$ cat src/rtl/fix_field_tokenizer.sv
// fix_field_tokenizer: front-end of the FIX parser.
// Splits the raw byte stream into <tag>=<value><SOH> fields, decodes the ASCII
// tag into a binary number and streams value bytes with a last-beat marker.
// A one-byte hold register gives the lookahead needed to mark the last beat.
// Malformed fields raise err_o and the parser resynchronises on the next SOH.
// Optional feature: define FIX_CHECKSUM_EN to compute the FIX body checksum
// (sum mod 256), reported alongside tag 10.
module fix_field_tokenizer #(
  parameter int TAG_W          = 16,
  parameter int MAX_TAG_DIGITS = 5,
  parameter int VAL_MAX        = 64
) (
  input  logic             clk,
  input  logic             rst,
  input  logic [7:0]       data_i,
  input  logic             valid_i,
  output logic             ready_o,
  output logic [TAG_W-1:0] tag_o,
  output logic             tag_valid_o,
  output logic [7:0]       val_data_o,
  output logic             val_valid_o,
  output logic             val_last_o,
  input  logic             val_ready_i,
  output logic             err_o,
  output logic [1:0]       err_code_o,
  output logic [7:0]       cksum_o,
  output logic             cksum_valid_o
);

  localparam int DCNT_W = $clog2(MAX_TAG_DIGITS + 1);
  localparam int VCNT_W = $clog2(VAL_MAX + 1);

  localparam logic [7:0] CH_SOH = 8'h01;
  localparam logic [7:0] CH_EQ  = 8'h3D;

  localparam logic [1:0] E_CHAR = 2'd1;
  localparam logic [1:0] E_LONG = 2'd2;
  localparam logic [1:0] E_LEN  = 2'd3;

  typedef enum logic [1:0] {S_TAG, S_VALUE, S_SKIP} state_e;

  state_e              state_q, state_d;
  logic [TAG_W-1:0]    acc_q, acc_d;
  logic [DCNT_W-1:0]   dcnt_q, dcnt_d;
  logic [VCNT_W-1:0]   vcnt_q, vcnt_d;
  logic [7:0]          hold_q, hold_d;
  logic                hold_vld_q, hold_vld_d;
  logic [1:0]          err_code_q, err_code_d;
  logic [TAG_W-1:0]    tag_q;
  logic                tag_vld_q;
  logic                err_q;
  logic [7:0]          slot_data_q;
  logic                slot_vld_q;
  logic                slot_last_q;

  logic accept;
  logic is_digit, is_soh, is_eq;
  logic tag_fire, err_fire, load_slot, load_last;

  // Only the VALUE state can be blocked, and only by a full, unconsumed slot.
  // Held low while in reset so every output reads 0 until release.
  assign ready_o = rst & ((state_q != S_VALUE) | ~slot_vld_q | val_ready_i);
  assign accept  = valid_i & ready_o;

  assign is_digit = (data_i >= 8'h30) && (data_i <= 8'h39);
  assign is_soh   = (data_i == CH_SOH);
  assign is_eq    = (data_i == CH_EQ);

  // Next-state decode of the field parser for the byte being accepted.
  always_comb begin
    state_d    = state_q;
    acc_d      = acc_q;
    dcnt_d     = dcnt_q;
    vcnt_d     = vcnt_q;
    hold_d     = hold_q;
    hold_vld_d = hold_vld_q;
    err_code_d = err_code_q;
    tag_fire   = 1'b0;
    err_fire   = 1'b0;
    load_slot  = 1'b0;
    load_last  = 1'b0;
    if (accept) begin
      unique case (state_q)
        S_TAG: begin
          if (is_digit) begin
            if (dcnt_q == DCNT_W'(MAX_TAG_DIGITS)) begin
              err_fire   = 1'b1;
              err_code_d = E_LONG;
              state_d    = S_SKIP;
            end else begin
              // ASCII digits carry their value in the low nibble.
              acc_d  = acc_q * TAG_W'(10) + TAG_W'(data_i[3:0]);
              dcnt_d = dcnt_q + DCNT_W'(1);
            end
          end else if (is_eq && (dcnt_q != '0)) begin
            tag_fire   = 1'b1;
            state_d    = S_VALUE;
            acc_d      = '0;
            dcnt_d     = '0;
            vcnt_d     = '0;
            hold_vld_d = 1'b0;
          end else if (is_soh) begin
            // Bare SOH is an empty field; digits then SOH lacks the '='.
            if (dcnt_q != '0) begin
              err_fire   = 1'b1;
              err_code_d = E_CHAR;
            end
          end else begin
            err_fire   = 1'b1;
            err_code_d = E_CHAR;
            state_d    = S_SKIP;
          end
        end
        S_VALUE: begin
          if (!is_soh) begin
            if (vcnt_q == VCNT_W'(VAL_MAX)) begin
              err_fire   = 1'b1;
              err_code_d = E_LEN;
              state_d    = S_SKIP;
            end else begin
              load_slot  = hold_vld_q;
              hold_d     = data_i;
              hold_vld_d = 1'b1;
              vcnt_d     = vcnt_q + VCNT_W'(1);
            end
          end else begin
            if (hold_vld_q) begin
              load_slot = 1'b1;
              load_last = 1'b1;
            end else begin
              err_fire   = 1'b1;
              err_code_d = E_LEN;
            end
            state_d    = S_TAG;
            vcnt_d     = '0;
            hold_vld_d = 1'b0;
          end
        end
        S_SKIP: begin
          if (is_soh) begin
            state_d = S_TAG;
            acc_d   = '0;
            dcnt_d  = '0;
          end
        end
        default: state_d = S_TAG;
      endcase
      // Any error abandons the field's partial state.
      if (err_fire) begin
        acc_d      = '0;
        dcnt_d     = '0;
        vcnt_d     = '0;
        hold_vld_d = 1'b0;
      end
    end
  end

  // Parser state, tag/error registers.
  always_ff @(posedge clk or negedge rst) begin
    if (!rst) begin
      state_q    <= S_TAG;
      acc_q      <= '0;
      dcnt_q     <= '0;
      vcnt_q     <= '0;
      hold_q     <= '0;
      hold_vld_q <= 1'b0;
      err_code_q <= '0;
      err_q      <= 1'b0;
      tag_q      <= '0;
      tag_vld_q  <= 1'b0;
    end else begin
      state_q    <= state_d;
      acc_q      <= acc_d;
      dcnt_q     <= dcnt_d;
      vcnt_q     <= vcnt_d;
      hold_q     <= hold_d;
      hold_vld_q <= hold_vld_d;
      err_code_q <= err_code_d;
      err_q      <= err_fire;
      tag_vld_q  <= tag_fire;
      if (tag_fire) tag_q <= acc_q;
    end
  end

  // Output slot: loaded from hold, held until downstream takes it.
  always_ff @(posedge clk or negedge rst) begin
    if (!rst) begin
      slot_data_q <= '0;
      slot_vld_q  <= 1'b0;
      slot_last_q <= 1'b0;
    end else if (load_slot) begin
      slot_data_q <= hold_q;
      slot_last_q <= load_last;
      slot_vld_q  <= 1'b1;
    end else if (val_ready_i) begin
      slot_vld_q  <= 1'b0;
    end
  end

  assign tag_o       = tag_q;
  assign tag_valid_o = tag_vld_q;
  assign val_data_o  = slot_data_q;
  assign val_valid_o = slot_vld_q;
  assign val_last_o  = slot_last_q;
  assign err_o       = err_q;
  assign err_code_o  = err_code_q;

`ifdef FIX_CHECKSUM_EN
  logic [7:0] sum_q;
  logic [7:0] ck_q;
  logic       ck_vld_q;
  logic       t10_q;
  logic       is_t10;

  assign is_t10 = (acc_q == TAG_W'(10));

  // Running body sum; snapshot at tag 10, restart when its field closes.
  always_ff @(posedge clk or negedge rst) begin
    if (!rst) begin
      sum_q    <= '0;
      ck_q     <= '0;
      ck_vld_q <= 1'b0;
      t10_q    <= 1'b0;
    end else begin
      ck_vld_q <= 1'b0;
      if (accept) begin
        if (t10_q && (err_fire || ((state_q == S_VALUE) && is_soh))) begin
          sum_q <= '0;
          t10_q <= 1'b0;
        end else begin
          sum_q <= sum_q + data_i;
        end
        // 8'h9E backs out the "10=" just summed.
        if (tag_fire && is_t10) begin
          ck_q     <= sum_q + data_i - 8'h9E;
          ck_vld_q <= 1'b1;
          t10_q    <= 1'b1;
        end
      end
    end
  end

  assign cksum_o       = ck_q;
  assign cksum_valid_o = ck_vld_q;
`else
  assign cksum_o       = 8'h00;
  assign cksum_valid_o = 1'b0;
`endif

endmodule
$ cat config.mk
export PLATFORM = sky130hd
export DESIGN_NAME = fix_field_tokenizer
export DESIGN_NICKNAME = d
export VERILOG_FILES = /design/src/rtl/fix_field_tokenizer.sv
export SDC_FILE = /design/constraint.sdc
export NUM_CORES = 1
export LEC_CHECK = 0
export ABC_AREA = 1
export BUFFER_PORTS_ARGS = -buffer_cell sky130_fd_sc_hd__buf_4
export CAP_MARGIN = 20
export CORE_MARGIN = 2
export CORE_UTILIZATION = 37
export CTS_CLUSTER_SIZE = 25
export DETAILED_ROUTE_END_ITERATION = 8
export SKIP_CTS_REPAIR_TIMING = 1
export SYNTH_ARGS = -nofsm -noshare
export SYNTH_HDL_FRONTEND = slang
export SYNTH_SLANG_ARGS = --single-unit
$ cat constraint.sdc
create_clock -name clk -period 5.4 [get_ports clk]
set_input_delay 0.27 -clock clk [delete_from_list [all_inputs] [get_ports clk]]
set_output_delay 0.27 -clock clk [all_outputs]
set_load 0.1 [all_outputs]
Word-level counts from Yosys, hierarchy flattened. Cells that the tools add are included.

Memories: 0. Bits in registers: 67. Latch bits: 0. Bits in read-only memories: 0. Output and inout bits: 40. Bits in writable memories: 0.

Add/subtract/negate cells: 3. Muxes and demuxes: 65. Divide/modulo/power cells: 0. Reduce and logical (&&, ||, !) cells: 13. Bitwise logic cells: 7. Multipliers: 1. Equal/unequal tests: 20. Order comparisons: 2. Shifts and indexed selects: 0.

Operators with widths (number): $mux 16 (5); $mux 7 (5); $pmux 16 s2 (1); $mux 1 (29); $mux 2 (14); $ne 3x3->1 const B (7); $ne 4x4->1 const B (5); $add 16x4->16 (1); $mul 16x3->15 const B (1); $mux 3 (5); $reduce_and 5->1 (3); $pmux 7 s2 (1); $reduce_bool 3->1 (3); $eq 8x1->1 const B (1); $eq 8x6->1 const B (1); $ge 8x6->1 const B (1); $le 8x6->1 const B (1); $add 7x1->7 const B (1); $eq 7x7->1 const B (1); $reduce_and 7->1 (1); $pmux 2 s3 (1); $pmux 3 s2 (1); $pmux 1 s2 (2); $pmux 2 s2 (1); 13 further kinds (19).

Depth between registers and ports, before layout. Gate-level depths: netlist of the first run.

Depth in word-level cells: 9. Gate-level depth with buffers: 16.

Worst setup path after synthesis of the first run. Ideal clock, no wire load.

Path kind: reg2reg. Start: reg slot_vld_q (netlist: val_valid_o). End: reg acc_q[15]. Data required time: 5334 ps. Arrival: 3749 ps. Path buffers: 1. Slack: 1586 ps. Stages on the path, launching flop included: 9. Setup time: 66 ps. Clock period less this slack: 3814 ps. Path through: dfrtp_1 a31oi_1 nand2_1 nor2_1 o21ai_4 nor2_4 buf_6 nand3_1 nand2_1.

Word-level cells in the longest chain between the ends: 6.

Ends and longest elaborated chain: start, declared (RTL line 53) `logic slot_vld_q;`; start signal, assigned (RTL line 189) `slot_vld_q <= 1'b0;`; start signal, assigned (RTL line 194) `slot_vld_q <= 1'b1;`; start signal, assigned (RTL line 196) `slot_vld_q <= 1'b0;`; $not 1->1 (RTL line 62) `assign ready_o = rst & ((state_q != S_VALUE) | ~slot_vld_q | val_ready_i);`; $or 1x1->1 (2 in a row) (RTL line 62); $and 1x1->1 (RTL line 62); net ready_o (RTL line 17) `output logic ready_o,`; $and 1x1->1 (RTL line 63) `assign accept = valid_i & ready_o;`; $reduce_and 5->1 (no source line); end signal, assigned (RTL line 162) `acc_q <= '0;`; end signal, assigned (RTL line 173) `acc_q <= acc_d;`; end, declared (RTL line 43) `logic [TAG_W-1:0] acc_q, acc_d;`.

The timed path passes the listed nets, and every way through them passes these cells. A chain may end at the register's enable or synchronous reset.

Worst setup path after layout of the first run.
Start: reg acc_q[1]. End: reg acc_q[12].

Word-level cells in the longest chain between the ends: 6.

Ends and longest elaborated chain: $mul 16x3->15 (RTL line 92) `acc_d = acc_q * TAG_W'(10) + TAG_W'(data_i[3:0]);`; $add 16x4->16 (RTL line 92); $mux 16 (RTL line 86) `if (dcnt_q == DCNT_W'(MAX_TAG_DIGITS)) begin`; $mux 16 (RTL line 85) `if (is_digit) begin`; $pmux 16 s2 (RTL line 83) `unique case (state_q)`; $mux 16 (RTL line 149) `if (err_fire) begin`.

Every way passes these cells. The select of a mux whose other input is x is not followed.

==> impl_metrics.csv, run 1 <==
group,metric,value,unit
sta,relSlewSlack,0.439,
clocking,cts_max_level,3,
clocking,cts_max_path_buffers,2,
yosys,synth_warnings,0,
grt,antenna_found_initial,0,
sta,layout_min_cycle_time,2790,ps
yosys,synth-seq-cells,67,
die,coreArea,0.0110,mm²
power_and_ir_drop,cellPowerDensity,304,mW/mm²
worst_setup_path,critPathRequiredTime,5610,ps
grt,grt_pass1_wl,15700,µm
worst_setup_path,worstSetupEndpointType,"flip-flop",
grt,grt_overflow,0,
grt,track_usage,0.153,
sta,rsz0062_at_grt,"no",
placed_design,dpl.cell_count,700,
routing,remaining_drc_errors,0,
yosys,ys_types,39,
yosys,postSynthAreaPerCell,7.99,µm²
die,start_util,0.383,
flow_run,max-cap-violations,0,
yosys,yosysSeqAreaShare,0.399,
run_status,outcome,"finished clean",
yosys,synth_flop_cell,"dfrtp_1",
yosys,synth_xor_area_frac,0.0333,
final_layout,seqCellArea,0.00168,mm²
worst_setup_path,crit_fanout,4,
sta,slew_violations,0,
yosys,synth-adder-area-share,0.102,
grt,grt_util_met2,0.255,
yosys,synth_compound_area_frac,0.0884,
clocking,clkSinkCount,67,
yosys,synth_top_family_by_area,"simple AND/OR/NAND/NOR gates",
sta,post-route-period-util,0.516,
placed_design,io_buffers,42,
placed_design,place_hpwl,6750,µm
yosys,synth_edf_count,0,
grt,grt_util_met3,0.0252,
yosys,synth-simple-area-share,0.265,
grt,grt_max_degree,69,
hold_path,min_path_type,"in -> async",
clocking,clockRootBuffer,"clkbuf_16",
sta,whs,36.9,ps
sta,hold_violations,0,
yosys,synth-async-reset-ratio,1.00,
final_layout,antenna_cells,0,
worst_setup_path,crit_arrival,3000,ps
yosys,synthMuxAreaShare,0.0214,
power_and_ir_drop,leakage,2.65,nW
clocking,worstSkewPairLatency,330,ps
grt,grtUsageMet1,0.202,
die,dieHeight,111,µm
clocking,cts_tree,"built",
final_layout,stdcell_count,717,
clocking,path_clk_slew,60,ps
power_and_ir_drop,finalPower,1.50,mW
routing,postRouteAntennaNets,0,
die,io-pin-count,52,
routing,vias,3413,
placed_design,gp_congestion,0.893,
worst_setup_path,critPathKind,"reg -> reg",
final_layout,final_nets,617,
die,num_rows,38,
final_layout,multi_input_area,0.00218,mm²
die,fp.dieW,111,µm
grt,grt-busiest-layer,"met2",
placed_design,dp_slack,2470,ps
routing,first_pass_iters,5,
sta,worst_pin_slew,841,ps
sta,skew,7.09,ps
clocking,numCtsBuffers,9,
routing,avgViaCountPerCell,4.76,
sta,setup-tns-final,0,ps
power_and_ir_drop,peakVddDrop,184,µV
yosys,synthCells,526,
routing,routed_wl,8990,µm
yosys,syn_area,0.00421,mm²
sta,setup_ws,2610,ps
die,die_area,0.0122,mm²
sta,finalSetupViolCount,0,
grt,grt_pass1_vias,3417,
worst_setup_path,crit_path_start_kind,"flip-flop",
final_layout,area_delta_synth_final,17.1,%
routing,wl_per_cell,12.5,µm
final_layout,nFillCells,1091,
sta,fmax,359,MHz
routing,drt_iter0_drc,172,
final_layout,layout-drive-gt1-share,0.179,
[synth_stat cells, types with 3 or more instances]
library cell,count,area (µm²)
nand2_1,151,567
dfrtp_1,67,1680
inv_1,62,233
nor2_1,37,139
nand3_1,34,170
o21ai_0,33,165
ha_1,31,388
xor2_1,12,105
o21ai_2,11,96.3
buf_4,9,67.6
nand4_1,9,56.3
inv_2,8,30.0
mux2_2,8,90.1
a21oi_1,5,25.0
o21ai_1,5,25.0
clkbuf_1,4,15.0
xnor2_1,4,35.0
nand3_2,3,30.0
nand4_2,3,37.5
nor2_2,3,18.8
nor2_4,3,33.8
[path summary, 6_finish.rpt]
check	slack, ps	startpoint	cells after the start	to
worst min register to register	480	hold_q[4]	2	hold_q[4]
worst max register to register	2610	acc_q[1]	16	acc_q[12]
worst min-delay path	40	rst	1	hold_q[2]
min in group clk	190	data_i[0]	3	acc_q[0]
worst max-delay path	2610	acc_q[1]	16	acc_q[12]
max in group asynchronous	4800	rst	1	val_valid_o
[routing by layer]
layer / vias to the layer above / wire length (µm)
li1: 1766 / -
met1: 1577 / 4250
met2: 59 / 4260
met3: 11 / 332
met4: 0 / 139
met5: - / 0
[sequential cells by signal (all words and copies together) (netlist names)]
register,cells
vcnt_q,7
tag_o,16
val_data_o,8
hold_vld_q,1
state_q,2
hold_q,8
tag_valid_o,1
err_o,1
dcnt_q,3
val_valid_o,1
val_last_o,1
acc_q,16
err_code_o,2
[layout by cell type (no fill, tap or decap), types with 2 or more instances in the layout]
| cell | Yosys | final |
|---|---|---|
| nand2_1 | 151 | 151 |
| dfrtp_1 | 67 | 67 |
| inv_1 | 62 | 62 |
| buf_4 | 9 | 42 |
| nor2_1 | 37 | 37 |
| nand3_1 | 34 | 34 |
| o21ai_0 | 33 | 33 |
| ha_1 | 31 | 31 |
| xor2_1 | 12 | 12 |
| o21ai_2 | 11 | 11 |
| nand4_1 | 9 | 9 |
| conb_1 | 1 | 9 |
| clkbuf_16 | 0 | 9 |
| inv_2 | 8 | 8 |
| mux2_2 | 8 | 8 |
| o21ai_1 | 5 | 5 |
| a21oi_1 | 5 | 5 |
| xnor2_1 | 4 | 4 |
| nor2_4 | 3 | 3 |
| nand4_2 | 3 | 3 |
| nor2_2 | 3 | 3 |
| nand3_2 | 3 | 3 |
| clkinv_2 | 0 | 3 |
| a31oi_1 | 2 | 2 |
| nand2_2 | 2 | 2 |
| nand3b_1 | 2 | 2 |
| nor3_1 | 2 | 2 |
| fa_1 | 2 | 2 |
| clkinvlp_4 | 0 | 2 |
[report_power, final]
part	switching (mW)	total (mW)	internal, mW
combinational	0.267	0.365	0.0986
sequential	0.0302	0.562	0.532
clock	0.215	0.570	0.355
total	0.512	1.50	0.986
[kinds of logic after synthesis]
logic type	Yosys count
AND/OR/NAND/NOR	252
flip-flops	67
XOR/XNOR	16
multiplexers	8
AO/OA/AOI/OAI	61
buffers and inverters	88
adder cells (fa/ha/maj)	33
other	1
[metrics by stage]
stage | area, µm² | utilization
after floorplan | 4240 | -
final | 4920 | 0.448
after detailed placement | 4620 | 0.420
after global placement | 4620 | 0.420
after global routing | 4920 | 0.448
after CTS | 4910 | 0.447
[critical path: stages, from the launching register on]
cell     delay [ps]
dfrtp_1         420
ha_1            320
ha_1            250
fa_1            570
nand2_1          70
inv_1            60
nand4_1          90
nand2_1         100
nand3_1         120
nor2_1          150
nand2_1         100
nor2_1          140
nand2_1          70
nand2_1          60
inv_1            40
nand2_1          70
o21ai_2          50
[area by class of cell]
type,instances,share of cell area
inverters,72,0.0554
flip-flops and latches,67,0.340
multi-input cells,379,0.442
clock buffers,9,0.0457
clock inverters,7,0.0140
repair buffers,43,0.0671
well taps,140,0.0356
Note: power is estimated with default switching activity, not from simulation.
==> inputs of run 2 (changes only) <==
==> constraint.sdc (replaced) <==
create_clock -name clk -period 2.9 [get_ports clk]
set_input_delay 0.145 -clock clk [delete_from_list [all_inputs] [get_ports clk]]
set_output_delay 0.145 -clock clk [all_outputs]
set_load 0.1 [all_outputs]
==> run 2 against run 1 <==
Utilization rose by 0.75 points. Cell count increased by 0.14%. Non-clock buffer count grew 3. Final area grew 1.7%. Clock skew up 1.5 ps. Global-route usage up 0.62 points. Die area did not move. Critical path depth decreased by 1. Sequential power up 87%. Wire length grew 0.58%. Sequential cell count did not move. Critical endpoint is now acc_q[14]. Largest cell class unchanged.
==> impl_metrics.csv, run 2 (synthesis results as in run 1) <==
group,metric,value,unit
placed_design,io_buffers,42,
placed_design,place_hpwl,6750,µm
clocking,clkSinkCount,67,
clocking,worstSkewPairLatency,340,ps
die,io-pin-count,52,
sta,post-route-period-util,0.905,
sta,finalSetupViolCount,0,
worst_setup_path,critPathMaxStageDelay,570,ps
clocking,cts_max_path_buffers,2,
power_and_ir_drop,leakage,2.67,nW
worst_setup_path,path_delay_family,"adder cells",
sta,rsz0062_at_grt,"no",
grt,grt_max_degree,68,
worst_setup_path,crit_fanout,4,
sta,layout_min_cycle_time,2620,ps
sta,hold_violations,0,
grt,track_usage,0.160,
worst_setup_path,critPathRequiredTime,3130,ps
worst_setup_path,worstSetupEndpointType,"flip-flop",
placed_design,gp_congestion,0.872,
die,coreArea,0.0110,mm²
routing,postRouteAntennaNets,0,
grt,antenna_found_initial,0,
final_layout,mostFrequentLayoutCells,"nand2_1 (150), dfrtp_1 (67), inv_1 (62)",
die,start_util,0.383,
flow_run,max-cap-violations,0,
clocking,path_clk_slew,60,ps
sta,skew,8.55,ps
die,dieHeight,111,µm
routing,wl_met2,4270,µm
final_layout,layout-drive-gt1-share,0.194,
final_layout,final_common_cell,"nand2_1",
clocking,cts_max_level,3,
power_and_ir_drop,cellPowerDensity,576,mW/mm²
worst_setup_path,crit_chain,"ha_1 > ha_4 > fa_2 > nand2_1 > inv_1 > nand4_1 > nand2_1 > nand3_2 > nor2_4 > buf_4 > nand4_1 > nor2_1 > nand3_1 > nand3_1 > nand2_1",
worst_setup_path,crit_path_start_kind,"flip-flop",
final_layout,nFillCells,1066,
final_layout,area_delta_synth_final,19.1,%
worst_setup_path,crit_arrival,2860,ps
sta,slew_violations,0,
placed_design,dpl.cell_count,702,
routing,vias,3427,
hold_path,min_path_type,"in -> async",
worst_setup_path,crit_buf_inv,2,
worst_setup_path,critPathKind,"reg -> reg",
final_layout,stdcell_count,718,
power_and_ir_drop,peakVddDrop,220,µV
sta,relSlewSlack,0.433,
clocking,clockRootBuffer,"clkbuf_16",
worst_setup_path,crit_slowest_cell,"fa_2",
clocking,numCtsBuffers,9,
routing,met1Wirelength,4180,µm
final_layout,final_nets,620,
run_status,outcome,"finished clean",
grt,grt_pass1_vias,3444,
clocking,cts_tree,"built",
final_layout,antenna_cells,0,
grt,grt_overflow,0,
routing,wl_per_cell,12.6,µm
die,num_rows,38,
routing,wl_met3,330,µm
routing,routed_wl,9040,µm
die,die_area,0.0122,mm²
routing,drt_iter0_drc,192,
routing,remaining_drc_errors,0,
grt,grt_pass1_wl,16000,µm
routing,first_pass_iters,5,
die,fp.dieW,111,µm
routing,dr.max_layer_used,"met4",
sta,setup-tns-final,0,ps
worst_setup_path,crit_top_cell,"nand2_1",
routing,avgViaCountPerCell,4.77,
sta,fmax,381,MHz
sta,worst_pin_slew,851,ps
==> run 2: cell types whose count changed in the layout (fill, tap and decap cells not counted), sizes merged <==
cell      change
buf           +3
clkbuf        +3
clkinv        -3
clkinvlp      -2
==> run 2: final cells by class <==
cell class | instances | area, µm² | share of cell area
Clock buffer | 12 | 267 | 0.0532
Clock inverter | 2 | 35.0 | 0.00700
Inverter | 72 | 273 | 0.0545
Timing Repair Buffer | 46 | 345 | 0.0690
Multi-Input combinational cell | 379 | 2240 | 0.447
Sequential cell | 67 | 1680 | 0.335
Tap cell | 140 | 175 | 0.0350
==> run 2: worst register-to-register path, cell delays in order, from the launching register on <==
cell and delay (ps):
dfrtp_1 430, ha_1 240, ha_4 180, fa_2 570, nand2_1 60, inv_1 50
nand4_1 100, nand2_1 120, nand3_2 120, nor2_4 150, buf_4 110, nand4_1 90
nor2_1 110, nand3_1 70, nand3_1 70, nand2_1 50
==> run 2: where the power goes <==
part | switching [mW] | internal [mW]
logic | 0.505 | 0.201
registers | 0.0561 | 0.991
clock network | 0.406 | 0.725
==> run 2: routing by layer <==
layer  vias to the layer above  GRT usage
met1                      1584      0.195
met2                        56      0.270
met3                        19     0.0296
li1                       1768          -
met4                         0     0.0783
met5                         -          0
==> run 2: path summary, 6_finish.rpt <==
kind	end	slack [ps]	cells after the start	startpoint
worst max-delay path	acc_q[14]	280	15	acc_q[2]
worst min-delay path	acc_q[2]	20	2	rst
worst max register to register	acc_q[14]	280	15	acc_q[2]
worst min register to register	hold_q[2]	480	2	hold_q[2]
max in group asynchronous	tag_o[10]	2330	2	rst
min in group clk	acc_q[0]	60	3	data_i[0]
==> run 2: per-stage QoR <==
step	utilization	hold slack, ps	cell area [µm²]	setup slack, ps	power (mW)
4_1_cts	0.450	57.7	4950	149	2.88
3_3_place_gp	0.423	395	4650	228	1.74
6_report	0.456	15.4	5010	275	2.88
2_1_floorplan	-	-151	4250	328	1.60
5_1_grt	0.456	87.0	5010	51.4	3.03
3_5_place_dp	0.423	395	4650	154	1.75
